File: config.mk
export PLATFORM = sky130hd
export DESIGN_NAME = seg_scan_ctrl_flat
export DESIGN_NICKNAME = d
export VERILOG_FILES = /design/src/rtl/seg_scan_ctrl_if.sv /design/src/rtl/seg_scan_ctrl.sv /design/src/flat_wrapper.sv
export SDC_FILE = /design/constraint.sdc
export NUM_CORES = 1
export LEC_CHECK = 0
export CAP_MARGIN = 0
export CORE_MARGIN = 3
export CORE_UTILIZATION = 35
export DETAILED_ROUTE_END_ITERATION = 8
export DONT_BUFFER_PORTS = 1
export PLACE_DENSITY = 0.57
export SYNTH_ARGS = -nofsm -noshare
export SYNTH_HDL_FRONTEND = slang
export SYNTH_SLANG_ARGS = --single-unit
export TNS_END_PERCENT = 30
File: constraint.sdc
create_clock -name clk -period 3.3 [get_ports clk]
set_clock_uncertainty 0.05 [all_clocks]
set_input_delay 0.825 -clock clk [delete_from_list [all_inputs] [get_ports clk]]
set_output_delay 0.825 -clock clk [all_outputs]
set_load 0.05 [all_outputs]
File: src/rtl/seg_scan_ctrl_if.sv
`default_nettype none
// ============================================================================
// Module      : seg_scan_ctrl_if
// Description : Bundle of the user-side signals of the multiplexed
//               seven-segment scan controller.
//               master : drives the controls and the value to display
//                        (en, lz_en, load_req, value); observes status
//                        and strobes.
//               slave  : the scan controller itself (load_ack, pend,
//                        digit_val, dig_n).
// Revision    : 1.0 - initial release
// ============================================================================
interface seg_scan_ctrl_if;
  logic        en;         // scan enable, 0 = dark and scan held
  logic        lz_en;      // leading-zero blanking enable
  logic        load_req;   // single-cycle load request
  logic [15:0] value;      // four hex nibbles, [3:0] = least significant digit
  logic        load_ack;   // one-cycle pulse when a loaded value is committed
  logic        pend;       // a loaded value is waiting for commit
  logic [7:0]  digit_val;  // 8'h00-8'h0F hex digit, 8'h10 blank
  logic [3:0]  dig_n;      // active-low one-hot digit strobes

  modport master (
    output en,
    output lz_en,
    output load_req,
    output value,
    input  load_ack,
    input  pend,
    input  digit_val,
    input  dig_n
  );

  modport slave (
    input  en,
    input  lz_en,
    input  load_req,
    input  value,
    output load_ack,
    output pend,
    output digit_val,
    output dig_n
  );
endinterface
`default_nettype wire

File: src/rtl/seg_scan_ctrl.sv
`default_nettype none
// ============================================================================
// Module      : seg_scan_ctrl
// Description : Time-multiplexed scan controller for a 4-digit display.
//               Each digit slot is BLANK_CYC dead cycles (all strobes off)
//               followed by DRIVE_CYC cycles with the slot's strobe low.
//               Slots run 0,1,2,3,0,... A new value is captured into a
//               shadow register at any time and only reaches the displayed
//               register at the end of a full frame (or immediately while
//               the scan is disabled), so a frame never mixes two values.
// Ports       : clk       - sole clock, rising edge
//               rst_n     - asynchronous active-low reset
//               bus.en        - scan enable
//               bus.lz_en     - leading-zero blanking enable
//               bus.load_req  - load strobe, value captured the same cycle
//               bus.value     - value to display
//               bus.load_ack  - one-cycle pulse after a commit
//               bus.pend      - shadow holds an uncommitted value
//               bus.digit_val - decoder code for the current slot
//               bus.dig_n     - active-low one-hot digit strobes
// Revision    : 1.0 - initial release
// ============================================================================
module seg_scan_ctrl #(
  parameter logic [15:0] DRIVE_CYC = 16'd1000,
  parameter logic [15:0] BLANK_CYC = 16'd16
) (
  input  logic           clk,
  input  logic           rst_n,
  seg_scan_ctrl_if.slave bus
);

  localparam logic [7:0]  c_blank_code = 8'h10;
  localparam logic [3:0]  c_all_off    = 4'hF;
  localparam logic [15:0] c_drive_last = DRIVE_CYC - 16'd1;
  localparam logic [15:0] c_blank_last = BLANK_CYC - 16'd1;

  typedef enum logic [0:0] {
    ST_BLANK = 1'b0,
    ST_DRIVE = 1'b1
  } state_t;

  // --------------------------------------------------------------------------
  // Registers
  // --------------------------------------------------------------------------
  state_t      r_state;
  logic [15:0] r_cnt;
  logic [1:0]  r_idx;
  logic        r_run;        // scan has been (re)started since en was last low
  logic [15:0] r_disp;
  logic [15:0] r_shadow;
  logic        r_pend;
  logic        r_load_ack;
  logic [7:0]  r_digit_val;
  logic [3:0]  r_dig_n;

  // --------------------------------------------------------------------------
  // Next-state wires
  // --------------------------------------------------------------------------
  state_t      w_state_nx;
  logic [15:0] w_cnt_nx;
  logic [1:0]  w_idx_nx;
  logic        w_run_nx;
  logic [7:0]  w_digit_val_nx;
  logic [3:0]  w_dig_n_nx;
  logic [15:0] w_disp_nx;
  logic [15:0] w_shadow_nx;
  logic        w_pend_nx;
  logic        w_last_blank;
  logic        w_last_drive;
  logic        w_frame_end;
  logic        w_commit;

  // Decoder code for digit i of d. A digit above 0 is blanked when it and
  // every more-significant nibble are zero.
  function automatic logic [7:0] f_code(
    input logic [15:0] d,
    input logic [1:0]  i,
    input logic        lz
  );
    logic [3:0] nib;
    logic       upper_zero;
    nib = d[{i, 2'b00} +: 4];
    case (i)
      2'd1:    upper_zero = (d[15:4]  == 12'h000);
      2'd2:    upper_zero = (d[15:8]  == 8'h00);
      2'd3:    upper_zero = (d[15:12] == 4'h0);
      default: upper_zero = 1'b0;
    endcase
    f_code = (lz && upper_zero) ? c_blank_code : {4'h0, nib};
  endfunction

  assign w_last_blank = (r_state == ST_BLANK) && (r_cnt == c_blank_last);
  assign w_last_drive = (r_state == ST_DRIVE) && (r_cnt == c_drive_last);
  assign w_frame_end  = r_run && w_last_drive && (r_idx == 2'd3);

  // While the scan is disabled nothing is on the glass, so a pending value
  // may commit at once instead of waiting for a frame boundary.
  assign w_commit  = r_pend && (!bus.en || w_frame_end);
  assign w_disp_nx = w_commit ? r_shadow : r_disp;

  // A load on the commit cycle refills the shadow; the committed value is
  // the old shadow (read before this edge), and pend stays set.
  assign w_shadow_nx = bus.load_req ? bus.value : r_shadow;
  assign w_pend_nx   = bus.load_req ? 1'b1 : (w_commit ? 1'b0 : r_pend);

  // --------------------------------------------------------------------------
  // Scan FSM: next state and registered-output next values
  // --------------------------------------------------------------------------
  always_comb begin
    w_state_nx     = r_state;
    w_cnt_nx       = r_cnt;
    w_idx_nx       = r_idx;
    w_run_nx       = r_run;
    w_digit_val_nx = r_digit_val;
    w_dig_n_nx     = r_dig_n;

    if (!bus.en) begin
      // Held dark at the start of slot 0; digit_val keeps its last code.
      w_state_nx = ST_BLANK;
      w_cnt_nx   = 16'd0;
      w_idx_nx   = 2'd0;
      w_run_nx   = 1'b0;
      w_dig_n_nx = c_all_off;
    end else if (!r_run) begin
      // First enabled edge: this edge opens the first BLANK cycle of slot 0.
      w_state_nx     = ST_BLANK;
      w_cnt_nx       = 16'd0;
      w_idx_nx       = 2'd0;
      w_run_nx       = 1'b1;
      w_digit_val_nx = f_code(w_disp_nx, 2'd0, bus.lz_en);
      w_dig_n_nx     = c_all_off;
    end else begin
      case (r_state)
        ST_BLANK: begin
          if (w_last_blank) begin
            w_state_nx = ST_DRIVE;
            w_cnt_nx   = 16'd0;
            // The slot's code was latched at slot start; a blank code keeps
            // the strobes off so the two outputs always agree.
            w_dig_n_nx = (r_digit_val == c_blank_code) ? c_all_off
                                                       : ~(4'b0001 << r_idx);
          end else begin
            w_cnt_nx = r_cnt + 16'd1;
          end
        end
        ST_DRIVE: begin
          if (w_last_drive) begin
            w_state_nx     = ST_BLANK;
            w_cnt_nx       = 16'd0;
            w_idx_nx       = r_idx + 2'd1;
            // Uses the post-commit value so a new frame starts clean.
            w_digit_val_nx = f_code(w_disp_nx, r_idx + 2'd1, bus.lz_en);
            w_dig_n_nx     = c_all_off;
          end else begin
            w_cnt_nx = r_cnt + 16'd1;
          end
        end
        default: begin
          w_state_nx = ST_BLANK;
          w_cnt_nx   = 16'd0;
          w_dig_n_nx = c_all_off;
        end
      endcase
    end
  end

  // --------------------------------------------------------------------------
  // State and output registers
  // --------------------------------------------------------------------------
  always_ff @(posedge clk or negedge rst_n) begin
    if (!rst_n) begin
      r_state     <= ST_BLANK;
      r_cnt       <= 16'd0;
      r_idx       <= 2'd0;
      r_run       <= 1'b0;
      r_disp      <= 16'h0000;
      r_shadow    <= 16'h0000;
      r_pend      <= 1'b0;
      r_load_ack  <= 1'b0;
      r_digit_val <= c_blank_code;
      r_dig_n     <= c_all_off;
    end else begin
      r_state     <= w_state_nx;
      r_cnt       <= w_cnt_nx;
      r_idx       <= w_idx_nx;
      r_run       <= w_run_nx;
      r_disp      <= w_disp_nx;
      r_shadow    <= w_shadow_nx;
      r_pend      <= w_pend_nx;
      r_load_ack  <= w_commit;
      r_digit_val <= w_digit_val_nx;
      r_dig_n     <= w_dig_n_nx;
    end
  end

  assign bus.load_ack  = r_load_ack;
  assign bus.pend      = r_pend;
  assign bus.digit_val = r_digit_val;
  assign bus.dig_n     = r_dig_n;

endmodule
`default_nettype wire

File: src/flat_wrapper.sv
// flat-port wrapper written by rule: the top's interface ports become plain ports
module seg_scan_ctrl_flat 
#(
  parameter logic [15:0] DRIVE_CYC = 16'd1000,
  parameter logic [15:0] BLANK_CYC = 16'd16
)
  (clk, rst_n, bus_en, bus_lz_en, bus_load_req, bus_value, bus_load_ack, bus_pend, bus_digit_val, bus_dig_n);
  seg_scan_ctrl_if bus_i ();
  input  logic clk;
  input  logic rst_n;
  input wire logic [$bits(bus_i.en)-1:0] bus_en;
  input wire logic [$bits(bus_i.lz_en)-1:0] bus_lz_en;
  input wire logic [$bits(bus_i.load_req)-1:0] bus_load_req;
  input wire logic [$bits(bus_i.value)-1:0] bus_value;
  output wire logic [$bits(bus_i.load_ack)-1:0] bus_load_ack;
  output wire logic [$bits(bus_i.pend)-1:0] bus_pend;
  output wire logic [$bits(bus_i.digit_val)-1:0] bus_digit_val;
  output wire logic [$bits(bus_i.dig_n)-1:0] bus_dig_n;
  assign bus_i.en = bus_en;
  assign bus_i.lz_en = bus_lz_en;
  assign bus_i.load_req = bus_load_req;
  assign bus_i.value = bus_value;
  assign bus_load_ack = bus_i.load_ack;
  assign bus_pend = bus_i.pend;
  assign bus_digit_val = bus_i.digit_val;
  assign bus_dig_n = bus_i.dig_n;
  seg_scan_ctrl #(.DRIVE_CYC(DRIVE_CYC), .BLANK_CYC(BLANK_CYC)) u_core (.clk(clk), .rst_n(rst_n), .bus(bus_i));
endmodule
# Word-level counts from Yosys, hierarchy flattened
# Cells that the tools add are included.
# totals
ff_bits	66
inputBits	21
out_inout_bits	14
wordCells	81
# classes
add_sub_neg	2
eq_ne	13
shifts	2
muxes	36
bitwise_logic	2
n_reduce_logical	16
# op_table
operator	count
16-bit 2-to-1 mux	5
16-bit one-hot mux with 2 select lines	1
8-bit 2-to-1 mux	3
4-bit 2-to-1 mux	5
16-bit by 1-bit adder with 16-bit output (second input constant)	1
16-bit by 10-bit == test with 1-bit output (second input constant)	1
16-bit by 4-bit == test with 1-bit output (second input constant)	1
16-bit by 5-bit indexed part select with 4-bit output	1
1-bit 2-to-1 mux	13
12-bit zero test	1
5-bit 2-to-1 mux	2
8-bit by 5-bit == test with 1-bit output (second input constant)	1
8-bit zero test	1
2-bit 2-to-1 mux	4
4-bit != test (second input constant)	2
4-bit one-hot mux with 2 select lines	1
1-bit logical AND	7
2-bit == test (second input constant)	3
4-bit zero test	1
4-bit NOT	1
2-bit AND reduction	2
1-bit by 2-bit << shifter with 4-bit output (first input constant)	1
3-bit by 2-bit != test with 1-bit output (second input constant)	1
3-bit != test (second input constant)	1
11 further kinds	11

# Longest topological paths before layout
# depth
ltp_word	18
ltp_mapped	9
depth_no_buf	7

# Least setup slack after synthesis
# Ideal clock, no wire load.
# synth_timing
path_kind	register to register
from	register u_core.r_idx[0]
to	register u_core.r_digit_val[0], in the netlist u_core.bus.digit_val[0]
setup_ns	0.138
arrival_time_ns	2.207
t_required_ns	3.112
setup_slack_ns	0.905
path_stages_with_launch	8
n_path_buf	2
synth_period_minus_slack_ns	2.395
cell_sequence	dfrtp_1 clkbuf_1 inv_1 ha_1 clkbuf_1 mux4_2 mux2i_1 o221ai_1
# synth_via
elab_chain_cells	16
word_cells_on_any_way	24
classes_between	add/sub: 1; eq/ne: 4; shift: 1; mux: 11; reduce/logical: 7
# synth_rtl
item	line	rtl
from (decl)	seg_scan_ctrl.sv:47	logic [1:0] r_idx;
from (signal assigned)	seg_scan_ctrl.sv:185	r_idx <= w_idx_nx;
2-bit == test	seg_scan_ctrl.sv:94	assign w_frame_end = r_run && w_last_drive && (r_idx == 2'd3);
1-bit logical AND	seg_scan_ctrl.sv:94	
1-bit logical OR	seg_scan_ctrl.sv:98	assign w_commit = r_pend && (!bus.en || w_frame_end);
1-bit logical AND	seg_scan_ctrl.sv:98	
16-bit 2-to-1 mux	seg_scan_ctrl.sv:99	assign w_disp_nx = w_commit ? r_shadow : r_disp;
12-bit zero test (tied with other cells)	seg_scan_ctrl.sv:84	2'd1: upper_zero = (d[15:4] == 12'h000);
1-bit one-hot mux with 3 select lines	seg_scan_ctrl.sv:83	case (i)
1-bit 2-to-1 mux	seg_scan_ctrl.sv:147	if (w_last_drive) begin
1-bit 2-to-1 mux	seg_scan_ctrl.sv:133	case (r_state)
1-bit 2-to-1 mux	seg_scan_ctrl.sv:124	end else if (!r_run) begin
1-bit 2-to-1 mux	seg_scan_ctrl.sv:117	if (!bus.en) begin
1-bit logical AND	seg_scan_ctrl.sv:89	f_code = (lz && upper_zero) ? c_blank_code : {4'h0, nib};
5-bit 2-to-1 mux	seg_scan_ctrl.sv:89	
8-bit 2-to-1 mux	seg_scan_ctrl.sv:147	
8-bit 2-to-1 mux	seg_scan_ctrl.sv:133	
8-bit 2-to-1 mux (*)	seg_scan_ctrl.sv:124	
to (signal assigned)	seg_scan_ctrl.sv:180	r_digit_val <= c_blank_code;
to (signal assigned)	seg_scan_ctrl.sv:191	r_digit_val <= w_digit_val_nx;
to (decl)	seg_scan_ctrl.sv:53	logic [7:0] r_digit_val;
# Every way passes the cells marked *; elsewhere a longest branch is shown, timed or not. The select of a mux whose other input is x is not followed.
# A chain may end at the register's enable or synchronous reset.

# Worst setup path after layout
# layout_timing
from	register u_core.r_idx[0]
to	register u_core.r_digit_val[1], in the netlist u_core.bus.digit_val[1]
# The elaborated chain is that of the path after synthesis.

==> results.md <==
- Status: complete, no violations
- Worst path cell trace: ha_1 > and3_1 > nand3_1 > o21ai_2 > buf_4 > mux2i_1 > o221ai_1
- Setup Crit Path Kind: flop to flop
- Placed insts: around 350
- DP HPWL: about 4400 um
- GRT Total Usage: 0.135
- Setup Buffers After CTS: 0
- Largest net degree at the start of global routing: 64
- Mapped cell area: about 3100 um2
- Die ar.: 9960 um2
- Crit path DAT: around 2600 ps
- Finished Layout Cells: 361
- Setup slack, reg-to-reg: a little over 800 ps
- First-pass GRT wire length: about 10000 um
- Initial core utilization: 0.367
- Ratio of cells with drive above 1 in the final layout: 0.293
- Distinct cell type count after synthesis: 41
- Via density: around 5.3
- Slew HR: 0.564
- Min-Delay Path Class: input pin to async pin
- Final TNS setup: 0 ps
- CP max FO: 21
- Rows: 33
- Number of synthesized flops with an enable pin: 0
- Worst-path clk slew: approximately 70 ps
- Worst reg2reg path depth: 7
- Post-route DRC: 0
- CP Launch Type: flop
- Die Wd: roughly 100 um
- # H-tree levels: 3
- Leak: approximately 1.4 nW
- Final GP Congestion: approximately 0.84
- Inserted Clock Buffers: 9
- Sink Count: 63
- DR pass1 iterations: 4
- Worst r2r src: u_core.r_idx[0]
- RSZ-0062 raised after global routing: no
- Initial antenna violation count: 0
- Drt wl/cell: 17.2 um
- Fill cells: around 790
- Critical R2R Capture: u_core.bus.digit_val[1]
- Final worst path period share: 0.752
- Internal power: 1.43 mW
- Shortest period the worst path allows: roughly 2500 ps
- Area post-placement: ~3200 um2
- Root buffer cell: clkbuf_8
- Asr flop ratio synth: 1.00
- Detailed Route Iter0 Violations: 93
- Highest Clock Rate: a little over 0.4 GHz
- Slowest stage delay, CP: 760 ps
- Fin nets: approximately 280
- Power share of the sequential group: 0.505
- Final Util: 0.407
- Sw frac: 0.253
- Input/output buffers: 0
- GRT overflow: 0
- Slew @ Worst Pin: 653 ps
- Critical path's top delay family: flip-flops
- Fin. Hold Viols: 0
- CTS tree: yes
- P&R area growth vs syn: 10.9%
- Die height: 99.8 um
- Final Max Tran Viols: 0
- Most used DFF post-synth: dfrtp_1
- Syn avg cell area: ~13 um2
- CTS Hold Bufs: 0
- Worst Path Required: between 3000 and 4000 ps
- YS warnings: 0
- Number of global-route vias before repair: 1964
- VDD IR max: between 0.3 and 0.4 mV
- PostCTS Resize Cnt: 0
- Slowest stage cell, crit path: dfrtp_1
- Worst-Skew Late Latency: roughly 330 ps
- Pre-CTS WS: around 800 ps
- Number of synthesized register bits: 63
- Design area: ~3400 um2
- # diodes: 0
- Worst setup margin: about 820 ps
- Critical Path Sink Type: flop
- Via count: approximately 1900
- Sequential fraction of the synthesis area: 0.514
- Combinational share of power: 0.080
- Sw Pwr: roughly 0.48 mW
- CORE AREA: 8380 um2
- Clk pwr share: 0.415
- I/O Pins: 35
- PD cells: roughly 560 nW/um2
- Cells after synthesis: about 250
- Max-cap violations: 0
- Post-Route WL: just over 6000 um
- Longest Clk Path Bufs: 2
- Final ANT Viol Nets: 0
- Critical path buffers and inverters: 1
- Count of final setup violators: 0
routing by layer:
metal / share of wire / global-route usage
met2: 0.44 / 0.187
met5: 0 / 0
met3: 0.060 / 0.0521
met4: 0.018 / 0.0504
met1: 0.48 / 0.192
worst max-delay path by stage:
stage,from,endpoint,depth (start not counted)
2_1_floorplan,u_core.r_idx[0],u_core.bus.digit_val[0],7
3_3_place_gp,u_core.r_idx[0],u_core.bus.digit_val[1],7
3_5_place_dp,u_core.r_idx[0],u_core.bus.digit_val[1],7
4_1_cts,u_core.r_idx[0],u_core.bus.digit_val[1],7
5_1_grt,u_core.r_idx[0],u_core.bus.digit_val[1],7
6_report,u_core.r_idx[0],u_core.bus.digit_val[1],7
layout make-up:
| class | instances | area [um2] | share of cell area |
|---|---|---|---|
| clock buffers | 12 | 165 | 0.0484 |
| clock inverters | 4 | 76.3 | 0.0224 |
| inverters | 6 | 22.5 | 0.00660 |
| multi-input cells | 168 | 1410 | 0.414 |
| flip-flops and latches | 63 | 1580 | 0.464 |
| well taps | 105 | 131 | 0.0385 |
| repair buffers | 3 | 22.5 | 0.00660 |
metrics by stage:
| stage | hold WS, ps | power [mW] |
|---|---|---|
| 2_1_floorplan | 372 | 1.09 |
| 3_3_place_gp | 390 | 1.13 |
| 3_5_place_dp | 405 | 1.13 |
| 4_1_cts | 114 | 1.93 |
| 5_1_grt | 107 | 1.99 |
| 6_report | 129 | 1.91 |
power by group through the flow:
stage / sequential, mW / clock (mW) / combinational, mW
floorplan: 0.947 / 0 / 0.142
global placement: 0.979 / 0 / 0.150
detailed placement: 0.981 / 0 / 0.153
CTS: 0.966 / 0.808 / 0.154
global route: 0.976 / 0.848 / 0.166
finish: 0.965 / 0.794 / 0.153
cells in the mapped netlist (4+ instances only):
cell / n / area, um2
dfstp_2: 5 / 131
o221ai_1: 4 / 35.0
clkbuf_1: 4 / 15.0
mux4_2: 8 / 180
xnor2_1: 8 / 70.1
nor2_1: 20 / 75.1
and3_1: 8 / 50.1
mux2i_1: 9 / 90.1
ha_1: 7 / 87.6
nand2_1: 17 / 63.8
dfrtp_1: 58 / 1450
nand3_1: 9 / 45.0
xor2_1: 7 / 61.3
inv_1: 6 / 22.5
nor4_1: 7 / 43.8
mux2_2: 33 / 372
state kept, by name, summed over array words and instances, names as in the netlist:
register	count
u_core.r_state	1
u_core.bus.digit_val	5
u_core.bus.load_ack	1
u_core.bus.pend	1
u_core.r_cnt	16
u_core.bus.dig_n	4
u_core.r_idx	2
u_core.r_disp	16
u_core.r_shadow	16
u_core.r_run	1
logic make-up after synthesis:
| logic type | share of synthesized area |
|---|---|
| fa+ha+maj | 0.0285 |
| buf+inv | 0.0309 |
| compound gates | 0.0394 |
| simple gates | 0.120 |
| mux | 0.223 |
| other cells | 0.00122 |
| flops | 0.514 |
| xor+xnor | 0.0427 |
cell usage in the layout (no fill, tap or decap), drive strengths merged, types with 2 or more instances in the layout:
cell type and instances:
a211oi 2, a21oi 3, and3 9, buf 3, bufinv 2, clkbuf 12
conb 3, dfrtp 58, dfstp 5, ha 7, inv 6, mux2 36
mux2i 9, mux4 8, nand2 17, nand3 9, nand4 2, nor2 21
nor2b 2, nor4 8, o211ai 2, o21ai 3, o221ai 4, or4 2
xnor2 8, xor2 7
Power figures use the tool's default switching activity.
